--- src/rtl/rx_pbm_pkg.sv ---
// Shared types for the RX packet-buffer write controller.
// State encoding, descriptor bundle and word/byte sizing helper.
package rx_pbm_pkg;

  typedef enum logic [1:0] {
    IDLE,
    WRITE,
    DROP
  } state_t;

  typedef struct packed {
    logic [15:0] addr;
    logic [15:0] len;
  } rx_desc_t;

  function automatic int bytes_per_word(input int dw);
    return dw / 8;
  endfunction

  localparam int BYTES_PER_WORD = bytes_per_word(32);

endpackage

--- src/rtl/rx_desc_fifo.sv ---
// Descriptor FIFO with registered head output.
// A push into an empty FIFO is visible right after the pushing edge.
module rx_desc_fifo
  import rx_pbm_pkg::*;
#(
  parameter int DEPTH = 8
) (
  input  logic     clk,
  input  logic     rst_n,
  input  logic     push,
  input  rx_desc_t din,
  input  logic     pop,
  output rx_desc_t dout,
  output logic     valid,
  output logic     full,
  output logic     empty
);

  localparam int AW = $clog2(DEPTH);

  rx_desc_t     mem [DEPTH];
  logic [AW-1:0] wp;
  logic [AW-1:0] rp;
  logic [AW-1:0] rp_n;
  logic [AW:0]   cnt;
  logic [AW:0]   cnt_n;
  logic [AW:0]   left;
  logic          push_ok;
  logic          pop_ok;
  rx_desc_t      head_n;

  assign full    = (cnt == (AW+1)'(DEPTH));
  assign empty   = (cnt == '0);
  assign push_ok = push && !full;
  assign pop_ok  = pop && valid;
  assign rp_n    = rp + AW'(pop_ok);
  assign left    = cnt - (AW+1)'(pop_ok);
  assign cnt_n   = left + (AW+1)'(push_ok);

  always_comb begin
    head_n = mem[rp_n];
    if (left == '0) head_n = din;
  end

  always_ff @(posedge clk) begin
    if (push_ok) mem[wp] <= din;
  end

  always_ff @(posedge clk or negedge rst_n) begin
    if (!rst_n) begin
      wp    <= '0;
      rp    <= '0;
      cnt   <= '0;
      valid <= 1'b0;
      dout  <= '0;
    end else begin
      if (push_ok) wp <= wp + 1'b1;
      rp    <= rp_n;
      cnt   <= cnt_n;
      valid <= (cnt_n != '0);
      dout  <= head_n;
    end
  end

endmodule

--- src/rtl/rx_pbm_wr_ctrl.sv ---
// RX packet-buffer write controller: speculative ring writes, commit/rollback.
// Define RX_PBM_STATS_EN to build the packet/drop counters.
module rx_pbm_wr_ctrl
  import rx_pbm_pkg::*;
#(
  parameter int DATA_WIDTH = 32,
  parameter int ADDR_WIDTH = 10,
  parameter int DESC_DEPTH = 8
) (
  input  logic                  clk,
  input  logic                  rst_n,
  input  logic [DATA_WIDTH-1:0] i_wdata,
  input  logic                  i_wvalid,
  input  logic                  i_wlast,
  input  logic                  i_werror,
  output logic                  o_ready,
  input  logic [15:0]           i_meta_data,
  input  logic                  i_meta_valid,
  output logic                  o_mem_we,
  output logic [ADDR_WIDTH-1:0] o_mem_waddr,
  output logic [DATA_WIDTH-1:0] o_mem_wdata,
  output logic [ADDR_WIDTH-1:0] o_desc_addr,
  output logic [15:0]           o_desc_len,
  output logic                  o_desc_valid,
  input  logic                  i_desc_ready,
  input  logic                  i_free_valid,
  input  logic [ADDR_WIDTH:0]   i_free_words,
  output logic [15:0]           o_pkt_cnt,
  output logic [15:0]           o_drop_cnt
);

  localparam int BPW = bytes_per_word(DATA_WIDTH);
  localparam logic [ADDR_WIDTH:0] RING = {1'b1, {ADDR_WIDTH{1'b0}}};

  state_t              state, state_n;
  logic [ADDR_WIDTH:0] wr_ptr, wr_ptr_n;
  logic [ADDR_WIDTH:0] start_ptr, start_n;
  logic [ADDR_WIDTH:0] free_ptr;
  logic [ADDR_WIDTH:0] wcnt, wcnt_n;
  logic [ADDR_WIDTH:0] used;
  logic                full;
  logic                acc;
  logic                wr_en;
  logic                last_chk;
  logic                push;
  logic                pkt_inc;
  logic                drop_inc;
  rx_desc_t            push_desc;
  rx_desc_t            fifo_dout;
  logic                fifo_full;
  logic                fifo_empty;
  logic                unused_hi;

  assign used    = wr_ptr - free_ptr;
  assign full    = (used == RING);
  assign acc     = i_wvalid && o_ready;

  always_comb begin
    state_n   = state;
    wr_ptr_n  = wr_ptr;
    start_n   = start_ptr;
    wcnt_n    = wcnt;
    wr_en     = 1'b0;
    last_chk  = 1'b0;
    push      = 1'b0;
    pkt_inc   = 1'b0;
    drop_inc  = 1'b0;
    push_desc = '0;
    unique case (state)
      IDLE: if (acc) begin
        start_n = wr_ptr;
        wcnt_n  = (ADDR_WIDTH+1)'(1);
        if (full) begin
          drop_inc = 1'b1;
          state_n  = i_wlast ? IDLE : DROP;
        end else begin
          wr_en    = 1'b1;
          wr_ptr_n = wr_ptr + 1'b1;
          last_chk = i_wlast;
          state_n  = WRITE;
        end
      end
      WRITE: if (acc) begin
        if (full) begin
          wr_ptr_n = start_ptr;
          drop_inc = 1'b1;
          state_n  = i_wlast ? IDLE : DROP;
        end else begin
          wr_en    = 1'b1;
          wr_ptr_n = wr_ptr + 1'b1;
          wcnt_n   = wcnt + 1'b1;
          last_chk = i_wlast;
        end
      end
      DROP: if (acc && i_wlast) state_n = IDLE;
      default: state_n = IDLE;
    endcase
    // Length is checked against the word count including this last beat
    if (last_chk) begin
      state_n = IDLE;
      if (!i_werror && i_meta_valid && !fifo_full &&
          {16'd0, i_meta_data} == 32'(wcnt_n) * 32'(BPW)) begin
        push      = 1'b1;
        pkt_inc   = 1'b1;
        push_desc = '{addr: 16'(start_n[ADDR_WIDTH-1:0]),
                      len:  i_meta_data};
      end else begin
        wr_ptr_n = start_n;
        drop_inc = 1'b1;
      end
    end
  end

  always_ff @(posedge clk or negedge rst_n) begin
    if (!rst_n) begin
      state       <= IDLE;
      wr_ptr      <= '0;
      start_ptr   <= '0;
      free_ptr    <= '0;
      wcnt        <= '0;
      o_ready     <= 1'b0;
      o_mem_we    <= 1'b0;
      o_mem_waddr <= '0;
      o_mem_wdata <= '0;
    end else begin
      state     <= state_n;
      wr_ptr    <= wr_ptr_n;
      start_ptr <= start_n;
      wcnt      <= wcnt_n;
      o_ready   <= 1'b1;
      o_mem_we  <= wr_en;
      if (i_free_valid) free_ptr <= free_ptr + i_free_words;
      if (wr_en) begin
        o_mem_waddr <= wr_ptr[ADDR_WIDTH-1:0];
        o_mem_wdata <= i_wdata;
      end
    end
  end

  rx_desc_fifo #(.DEPTH(DESC_DEPTH)) u_fifo (
    .clk   (clk),
    .rst_n (rst_n),
    .push  (push),
    .din   (push_desc),
    .pop   (i_desc_ready),
    .dout  (fifo_dout),
    .valid (o_desc_valid),
    .full  (fifo_full),
    .empty (fifo_empty)
  );

  assign o_desc_addr = fifo_dout.addr[ADDR_WIDTH-1:0];
  assign o_desc_len  = fifo_dout.len;
  assign unused_hi   = ^{fifo_empty, fifo_dout.addr[15:ADDR_WIDTH]};

`ifdef RX_PBM_STATS_EN
  logic [15:0] pkt_cnt;
  logic [15:0] drop_cnt;

  always_ff @(posedge clk or negedge rst_n) begin
    if (!rst_n) begin
      pkt_cnt  <= '0;
      drop_cnt <= '0;
    end else begin
      if (pkt_inc && pkt_cnt != 16'hFFFF) pkt_cnt <= pkt_cnt + 1'b1;
      if (drop_inc && drop_cnt != 16'hFFFF) drop_cnt <= drop_cnt + 1'b1;
    end
  end

  assign o_pkt_cnt  = pkt_cnt;
  assign o_drop_cnt = drop_cnt;
`else
  logic unused_stats;
  assign unused_stats = pkt_inc ^ drop_inc;
  assign o_pkt_cnt    = '0;
  assign o_drop_cnt   = '0;
`endif

endmodule
--- config.mk ---
export PLATFORM = sky130hd
export DESIGN_NAME = rx_pbm_wr_ctrl
export DESIGN_NICKNAME = d
export VERILOG_FILES = /design/src/rtl/rx_pbm_pkg.sv /design/src/rtl/rx_desc_fifo.sv /design/src/rtl/rx_pbm_wr_ctrl.sv
export SDC_FILE = /design/constraint.sdc
export NUM_CORES = 1
export LEC_CHECK = 0
export CORE_UTILIZATION = 57
export DETAILED_ROUTE_END_ITERATION = 8
export MAX_ROUTING_LAYER = met4
export PLACE_DENSITY_LB_ADDON = 0.25
export SYNTH_ARGS = -nofsm -noshare
export SYNTH_HDL_FRONTEND = slang
export SYNTH_SLANG_ARGS = --single-unit
export TNS_END_PERCENT = 10
--- constraint.sdc ---
create_clock -name clk -period 7.6 [get_ports clk]
set_input_delay 1.52 -clock clk [delete_from_list [all_inputs] [get_ports clk]]
set_output_delay 1.52 -clock clk [all_outputs]
set_load 0.01 [all_outputs]
==> run_results.csv <==
group,metric,value,unit
drt,avgViaCountPerCell,5.79,
critical_path,worst-path-buf-inv,3,
cts,cts_root_buf,"clkbuf_16",
cells_and_area,n_fill_cell,1844,
critical_path,slowest_delay,0.55,ns
floorplan,io_pins,170,
min_path,hold_class,"flop to flop",
synth,netlist_top_cells_count,"208 x edfxtp_1, 189 x nand2_1, 127 x dfrtp_1, 59 x nor2_1, 52 x mux4_2",
critical_path,critPathSlowestCell,"or4_4",
synth,synth.top_cells.by_area,"edfxtp_1 41%, dfrtp_1 21%, mux4_2 7.6%",
synth,yosysMostFrequentCell,"edfxtp_1",
critical_path,cp_max_fo,29,
place,dpl_cell_area,0.0171,mm2
drt,top_layer,"met4",
sta,slew_headroom,38.6,%
place,port_buffers,137,
synth,netlist-cell-type-count,79,
drt,first_pass_iters,8,
cells_and_area,nets,1441,
cts,cts_sinks,335,
drt,antenna_left,0,
cts,cts_resized,0,
critical_path,r2r_setup_slack,2.06,ns
run_status,outcome,"finished, violations left",
cts,post_cts_buffers,0,
sta,max_freq,0.171,GHz
critical_path,rr_endpoint,"u_fifo.mem[5][17]",
synth,synth_edf_count,208,
drt,wirelength,34.3,mm
drt,post_drt_wl_per_cell,20.1,um
synth,synth_top_area_cell,"edfxtp_1",
critical_path,crit_arrival,6.05,ns
sta,final.setup.tns,0,ns
power_and_ir_drop,peakVddDrop,0.228,mV
critical_path,end_kind,"flop",
drt,wl_met1,14.8,mm
cells_and_area,antenna_cells,0,
sta,rsz0062_at_grt,"no",
min_path,min_to,"o_mem_wdata[7]",
floorplan,num_rows,59,
drt,first_iter_violations,931,
cells_and_area,syn_to_final_growth,19.5,%
place,gp_congestion,0.954,
global_route,overflow,0,
place,hpwl,22.5,mm
sta,finClkSkew,0.0194,ns
synth,synth-seq-cells,335,
power_and_ir_drop,leakagePower,7.55,nW
cts,cts-buffers-inserted,36,
drt,vias,9865,
global_route,grt_pass1_wl,54.8,mm
floorplan,start_util,58.5,%
synth,synth_warnings,0,
cts,cts.htree.levels,2,
synth,ys.flop_type,"edfxtp_1",
global_route,grt_max_degree,68,
cts,hold_buffers,0,
synth,syn_inst,1171,
synth,synth_area_per_cell,13.1,um2
global_route,antenna_found_initial,0,
synth,async_flop_share,37.9,%
drt,dr_wl_met3,2.22,mm
min_path,min_path_cells,2,
synth,yosys.area.top_type_share,40.7,%
synth,syn_area,0.0153,mm2
global_route,grt_usage,26.4,%
critical_path,crit_path_start_kind,"input pin",
sta,period_minus_slack,5.84,ns
critical_path,reg2reg_depth,14,
min_path,min_from,"o_mem_wdata[7]",
sta,hold_violations,0,
critical_path,crit_type,"input pin to flop",
critical_path,cp_top_family,"simple AND/OR/NAND/NOR gates",
critical_path,required,7.82,ns
cells_and_area,drive_gt1_share,13.1,%
cts,clk_latency,0.52,ns
drt,drcViolationCount,18,
cts,tritoncts,"yes",
sta,slew_viol_final,0,
cells_and_area,fin_area,0.0183,mm2
power_and_ir_drop,power.total,0.00592,W
floorplan,die_w,166,um
drt,wl_met2,16.5,mm
critical_path,rr_startpoint,"wr_ptr[6]",
power_and_ir_drop,power_density,323,mW/mm2
floorplan,dieArea,0.0276,mm2
global_route,grt_pass1_vias,9651,
critical_path,crit_chain,"clkdlybuf4s50_1, and2_1, and2_1, and3_1, nand4_1, a21oi_1, o211ai_1, a221o_1, or4_4, nor4_4, nand3_2, buf_4, nor3_2, buf_12",
floorplan,core-area,0.0262,mm2
sta,worstMarginPinSlew,0.922,ns
critical_path,cp_common_cell,"and2_1",
cts,clock_path_buffers,3,
sta,period_share,76.8,%
run_status,violations,"DRC",
synth,yosysSeqAreaShare,61.4,%
cts,path_clk_slew,0.06,ns
sta,setup_violations,0,
floorplan,die_y,166,um
job,cap_violations,0,
==> registers in the layout (all words and copies together), names as in the netlist <==
register	cells
free_ptr	11
start_ptr	11
wcnt	11
wr_ptr	11
u_fifo.rp	3
u_fifo.valid	1
o_mem_wdata	32
u_fifo.wp	3
o_mem_waddr	10
u_fifo.mem	208
state	2
u_fifo.dout	26
u_fifo.cnt	4
o_mem_we	1
o_ready	1
==> how the worst max path moves through the flow <==
stage                              to  cells past startpoint  startpoint  slack, ns
floorplan            u_fifo.mem[2][0]                     13    i_wvalid       0.54
global placement    u_fifo.mem[1][10]                     14    i_wvalid       1.31
detailed placement  u_fifo.mem[1][10]                     14    i_wvalid       1.22
CTS                 u_fifo.mem[1][12]                     14    i_wvalid       1.77
global route         u_fifo.mem[5][3]                     14    i_wvalid       1.49
finish              u_fifo.mem[5][17]                     14    i_wvalid       1.76
==> tightest hold or removal path, delay by kind of cell (launching register included) <==
kind	cells	cell delay, ns
AND/OR/NAND/NOR	2	0.10
flip-flops	1	0.34
==> cells in the final DEF (no fill, tap or decap), types with 8 or more instances in the layout <==
cell | netlist | routed
edfxtp_1 | 208 | 208
mux2_2 | 14 | 14
conb_1 | 2 | 73
nand4_1 | 11 | 11
xor2_1 | 10 | 9
inv_1 | 44 | 44
o211ai_1 | 13 | 13
mux4_2 | 52 | 52
nor2_1 | 59 | 59
buf_4 | 37 | 25
nand3_1 | 20 | 20
clkdlybuf4s50_1 | 0 | 136
and2_1 | 20 | 20
o21ai_0 | 25 | 25
nand2_1 | 189 | 189
a21oi_1 | 38 | 38
ha_1 | 29 | 27
nor3_1 | 12 | 9
clkbuf_16 | 0 | 38
mux2i_1 | 37 | 37
o31ai_2 | 8 | 8
dfrtp_1 | 127 | 127
xnor2_1 | 22 | 22
==> logic make-up after synthesis <==
logic type               after synthesis  share of synthesized area (%)
flip-flops                           335                           61.4
XOR/XNOR                              32                           1.83
AO/OA/AOI/OAI                        158                           7.35
buffers and inverters                144                           4.61
AND/OR/NAND/NOR                      366                           11.1
multiplexers                         104                           11.2
adder cells (fa/ha/maj)               30                           2.50
other                                  2                         0.0490
==> area by class of cell <==
cell class | instances | area [um2] | share of cell area (%)
Sequential cell | 335 | 9420 | 51.4
Clock buffer | 45 | 1010 | 5.50
Inverter | 45 | 169 | 0.922
Multi-Input combinational cell | 763 | 5550 | 30.3
Clock inverter | 19 | 180 | 0.983
Timing Repair Buffer | 163 | 1580 | 8.62
Tap cell | 335 | 419 | 2.29
==> through the flow <==
| step | setup WS [ns] | std cells | utilization, % | hold WS (ns) |
|---|---|---|---|---|
| 6_report | 1.76 | 1705 | 69.9 | 0.473 |
| 3_3_place_gp | 1.31 | 1641 | 65.4 | 0.457 |
| 3_5_place_dp | 1.22 | 1641 | 65.4 | 0.461 |
| 2_1_floorplan | 0.537 | 1242 | - | 0.452 |
| 5_1_grt | 1.49 | 1705 | 69.9 | 0.493 |
| 4_1_cts | 1.77 | 1705 | 69.9 | 0.476 |
==> where the power goes <==
part	switching [W]	internal [W]	leakage, nW	total (W)
clock network	0.000692	0.00104	0.575	0.00173
registers	0.000130	0.00211	3.72	0.00224
logic	0.00104	0.000902	3.25	0.00195
==> metal layers <==
| layer | vias up | global-route usage (%) |
|---|---|---|
| li1 | 4532 | - |
| met1 | 4898 | 36.2 |
| met2 | 369 | 40.9 |
| met3 | 66 | 4.08 |
| met4 | 0 | 8.57 |
| met5 | - | - |
No activity file was read; power rests on OpenSTA's default activity.
